[src/rtl/mxn_iterative_shifter.sv]
// Multi-lane iterative shifter: SETS independent lanes of WIDTH bits, shifted
// one bit per cycle by a common effective count, with valid/ready handshakes.
//
// state | meaning
// IDLE  | waiting for a request, in_ready high
// SHIFT | stepping every lane by one bit per cycle until the count is spent
// DONE  | result presented, held until the consumer takes it
module mxn_iterative_shifter #(
  parameter int WIDTH = 4,
  parameter int SETS  = 2
) (
  input  logic                  clk,
  input  logic                  rst,
  input  logic                  in_valid,
  output logic                  in_ready,
  input  logic [SETS*WIDTH-1:0] in_packed,
  input  logic                  shift_dir,
  input  logic [WIDTH-1:0]      shift_amt,
  input  logic [1:0]            mode,
  output logic                  out_valid,
  input  logic                  out_ready,
  output logic [SETS*WIDTH-1:0] out_packed,
  output logic                  err
);

  if (WIDTH < 2 || SETS < 1) begin : g_param_chk
    $error("mxn_iterative_shifter: WIDTH must be >= 2 and SETS >= 1");
  end

  typedef enum logic [1:0] {IDLE, SHIFT, DONE} state_t;

  localparam logic [1:0] MODE_LOG = 2'b00;
  localparam logic [1:0] MODE_ARI = 2'b01;
  localparam logic [1:0] MODE_ROT = 2'b10;

  // shift_amt can always represent WIDTH, since 2**WIDTH > WIDTH
  localparam logic [WIDTH-1:0] WIDTH_C = WIDTH[WIDTH-1:0];

  state_t                state_q, state_d;
  logic [SETS*WIDTH-1:0] data_q, data_d;
  logic                  dir_q, dir_d;
  logic [1:0]            mode_q, mode_d;
  logic [WIDTH-1:0]      cnt_q, cnt_d;
  logic                  err_q, err_d;

  logic [WIDTH-1:0]      n_eff;
  logic [SETS*WIDTH-1:0] step;
  logic [WIDTH-1:0]      lane;
  logic                  fill;
  logic                  accept;

  assign in_ready   = (state_q == IDLE);
  assign out_valid  = (state_q == DONE);
  assign out_packed = data_q;
  assign err        = err_q;
  assign accept     = in_valid && in_ready;

  // Effective count: saturate for shifts, wrap for rotate, none for reserved
  always_comb begin
    n_eff = '0;
    case (mode)
      MODE_LOG, MODE_ARI: n_eff = (shift_amt > WIDTH_C) ? WIDTH_C : shift_amt;
      MODE_ROT:           n_eff = shift_amt % WIDTH_C;
      default:            n_eff = '0;
    endcase
  end

  // One-bit step applied to every lane independently
  always_comb begin
    step = data_q;
    lane = '0;
    fill = 1'b0;
    for (int i = 0; i < SETS; i++) begin
      lane = data_q[i*WIDTH +: WIDTH];
      if (dir_q) begin
        case (mode_q)
          MODE_ARI: fill = lane[WIDTH-1];
          MODE_ROT: fill = lane[0];
          default:  fill = 1'b0;
        endcase
        step[i*WIDTH +: WIDTH] = {fill, lane[WIDTH-1:1]};
      end else begin
        fill = (mode_q == MODE_ROT) ? lane[WIDTH-1] : 1'b0;
        step[i*WIDTH +: WIDTH] = {lane[WIDTH-2:0], fill};
      end
    end
  end

  // Next-state and datapath update
  always_comb begin
    state_d = state_q;
    data_d  = data_q;
    dir_d   = dir_q;
    mode_d  = mode_q;
    cnt_d   = cnt_q;
    err_d   = err_q;
    case (state_q)
      IDLE: begin
        if (accept) begin
          data_d  = in_packed;
          dir_d   = shift_dir;
          mode_d  = mode;
          cnt_d   = n_eff;
          err_d   = (mode == 2'b11);
          state_d = (n_eff != '0) ? SHIFT : DONE;
        end
      end
      SHIFT: begin
        data_d = step;
        cnt_d  = cnt_q - 1'b1;
        if (cnt_q == WIDTH_C'(1)) begin
          state_d = DONE;
        end
      end
      DONE: begin
        if (out_ready) begin
          state_d = IDLE;
        end
      end
      default: state_d = IDLE;
    endcase
  end

  // State and datapath registers with synchronous reset
  always_ff @(posedge clk) begin
    if (rst) begin
      state_q <= IDLE;
      data_q  <= '0;
      dir_q   <= 1'b0;
      mode_q  <= MODE_LOG;
      cnt_q   <= '0;
      err_q   <= 1'b0;
    end else begin
      state_q <= state_d;
      data_q  <= data_d;
      dir_q   <= dir_d;
      mode_q  <= mode_d;
      cnt_q   <= cnt_d;
      err_q   <= err_d;
    end
  end

endmodule
[config.mk]
export PLATFORM = sky130hd
export DESIGN_NAME = mxn_iterative_shifter
export DESIGN_NICKNAME = d
export VERILOG_FILES = /design/src/rtl/mxn_iterative_shifter.sv
export SDC_FILE = /design/constraint.sdc
export NUM_CORES = 1
export LEC_CHECK = 0
export CAP_MARGIN = 0
export CORE_ASPECT_RATIO = 2
export CORE_MARGIN = 8
export CORE_UTILIZATION = 40
export CTS_BUF_LIST = sky130_fd_sc_hd__clkbuf_4 sky130_fd_sc_hd__clkbuf_8
export CTS_CLUSTER_SIZE = 12
export DETAILED_ROUTE_END_ITERATION = 7
export PLACE_DENSITY = 0.81
export SETUP_SLACK_MARGIN = 0.4
export SLEW_MARGIN = 15
export SYNTH_ARGS = -nofsm -noshare
export SYNTH_HDL_FRONTEND = slang
export SYNTH_SLANG_ARGS = --single-unit
[constraint.sdc]
create_clock -name clk -period 1.6 [get_ports clk]
set_clock_uncertainty 0.05 [all_clocks]
set_input_delay 0.24 -clock clk [delete_from_list [all_inputs] [get_ports clk]]
set_output_delay 0.24 -clock clk [all_outputs]
set_load 0.05 [all_outputs]
==> flow_metrics.tcl <==
set metrics [dict create \
    final_common_cell "buf_4" \
    synth_xor_area_share_pct 0 \
    yosysSeqAreaShare_pct 34.6 \
    postSynthAreaPerCell_um2 8.14 \
    arrival_ns 1.58 \
    multi_input_area_um2 893 \
    fin_nets 195 \
    synth_edf_count 0 \
    crit_chain "or3b_4, buf_4, buf_8, mux2i_1, nor2_1" \
    htree_levels 1 \
    grt_setup_unrepaired "yes" \
    first_global_vias 1245 \
    placed_cells 186 \
    fp.dieArea_um2 4590 \
    max_slew_margin_pct 76.3 \
    grt.met2_usage_pct 30.7 \
    die_height_um 88.2 \
    cts_sinks 18 \
    synth_seq_cells 18 \
    drive_gt1_share_pct 48.0 \
    hold_viol 0 \
    power_mw 1.95 \
    hold_slack_ns 0.442 \
    gr-usage-met3_pct 3.91 \
    endpoint_kind "flip-flop" \
    vias_per_cell 6.24 \
    fillers 145 \
    io_buffers 29 \
    die_w_um 52.1 \
    core-area_um2 2500 \
    place_congestion 0.847 \
    setup_violations 0 \
    slowest_stage "or3b_4" \
    synth_top_area_share_pct 34.6 \
    crit_path_start_kind "flip-flop" \
    ff_latch_area_um2 373 \
    worst_slew_pin_slew_ns 0.354 \
    post-route-drc-count 0 \
    leakage_nw 0.754 \
    cts_tree "yes" \
    clk_latency_ns 0.26 \
    place_hpwl_um 2580 \
    cts_hold_buf 0 \
    grt.busiest_layer "met2" \
    ctsLongestPathBuffers 2 \
    clk_pin_slew_ns 0.07 \
    antenna_found_initial 0 \
    outcome "completed" \
    final_cell_mix "17 x buf_4, 14 x clkdlybuf4s50_1, 11 x nor2_1" \
    rows 26 \
    cp.required_ns 1.70 \
    ir_drop_uv 695 \
    grtUsageTotal_pct 16.7 \
    wl_per_cell_um 21.5 \
    root_buffer "clkbuf_8" \
    grt_max_degree 19 \
    final.period_utilization_pct 92.6 \
    synthSimpleGateAreaFrac_pct 27.6 \
    fin_cells 201 \
    insertedDiodeCount 0 \
    cp_max_fo 7 \
    synthMuxAreaShare_pct 1.92 \
    synth_nets 149 \
    slew_viol_final 0 \
    maxCapViolCount 0 \
    syn_area_um2 1040 \
    synth_top_area_cell "dfxtp_1" \
    synth_compound_area_share_pct 27.6 \
    crit_type "flip-flop to flip-flop" \
    synth_cell_types 40 \
    hp-class "flip-flop to flip-flop" \
    drt_pre_antenna_iters 4 \
    areaGrowthSynthToFinish_pct 79.5 \
    max_stage_delay_ns 0.39 \
    io-pin-count 30 \
    synth_area_leaders "dfxtp_1 35%, nor2b_1 6.6%, nor2_1 5.4%" \
    initial_core_util_pct 41.6 \
    routed_wl_um 4320 \
    first_iter_violations 35 \
    synth_fa_ha_area_share_pct 2.40 \
    grt_util_met1_pct 15.2 \
    cts_made_buffers 3 \
    synthCells 128 \
    grt_pass1_wl_um 5890 \
    drt.antenna.violating_nets 0 \
    synth_top_family_by_area "simple AND/OR/NAND/NOR gates" \
    grt.overflow.total 0 \
    finalCriticalPeriod_ns 1.48 \
    yosys_warnings 0 \
    vias 1255 \
    ys.flop_type "dfxtp_1" \
    powerDensity_nw_per_um2 1040 \
    fmax_ghz 0.675 \
    ys_async_sr_fraction_pct 0 \
]
## worst max-delay path, delay by kind of cell, from the launching register on
kind                   cells  cell delay, ns
and+or+nand+nor            2            0.46
DFF                        1            0.33
buffers and inverters      2            0.29
muxes                      1            0.23
## final cells by class
class / instances / area share [%]
multi-input cells: 97 / 47.8
well taps: 28 / 1.87
repair buffers: 49 / 26.5
inverters: 5 / 1.00
flip-flops and latches: 18 / 19.9
clock buffers: 4 / 2.94
## repair_timing
action,in CTS,in global routing
cloned,1,2
endpoints found under the setup margin,20,24
pin swaps,6,21
resized for setup,16,59
setup buffers,4,4
## cells in the mapped netlist, drive strengths merged (2+ instances only)
cell / n
dfxtp: 18
nor2: 15
nor2b: 11
a21oi: 8
clkbuf: 7
nand2: 6
nand3: 6
inv: 5
a211oi: 4
o31ai: 4
a311oi: 3
nor3: 3
o211a: 3
o21ai: 3
o32ai: 3
buf: 2
ha: 2
mux2i: 2
nor3b: 2
o21bai: 2
## worst paths after layout
check                               start                endpoint  slack, ns  cells after the start
setup / recovery  state_q[1]$_SDFFE_PP0P_  mode_q[1]$_SDFFE_PP0P_       0.12                      5
hold / removal           err$_SDFFE_PP0P_        err$_SDFFE_PP0P_       0.44                      2
setup reg to reg  state_q[1]$_SDFFE_PP0P_  mode_q[1]$_SDFFE_PP0P_       0.12                      5
hold reg to reg          err$_SDFFE_PP0P_        err$_SDFFE_PP0P_       0.44                      2
## power by group
part	internal (mW)	total, mW	switching, mW
Clock	0.219	0.388	0.169
Combinational	0.440	0.951	0.511
Sequential	0.518	0.611	0.0937
## registers in the layout (all words and copies together) (netlist names)
name,count
err,1
state_q,2
mode_q,2
cnt_q,4
dir_q,1
out_packed,8
## per-layer routing
metal,up-vias,share of wire (%)
met1,618,33
met4,0,5.4
met3,23,4.5
li1,558,-
met2,56,57
met5,-,0
## cells by family (layout without fill, tap and decap cells)
logic type | count (synthesis) | in the layout
AOI/OAI and AO/OA | 39 | 39
and+or+nand+nor | 53 | 54
adders and majority gates | 2 | 2
buffers and inverters | 14 | 58
muxes | 2 | 2
DFF | 18 | 18
## metrics by stage
step / TNS, ns / cell area, µm² / util (%) / setup slack, ns
floorplan: 0 / 1060 / - / 0.0766
global placement: -0.347 / 1430 / 56.9 / -0.201
finish: 0 / 1870 / 74.7 / 0.119
CTS: 0 / 1580 / 63.0 / 0.194
global route: 0 / 1870 / 74.7 / 0.0607
detailed placement: -0.527 / 1430 / 56.9 / -0.222
Note: power is estimated with default switching activity, not from simulation.
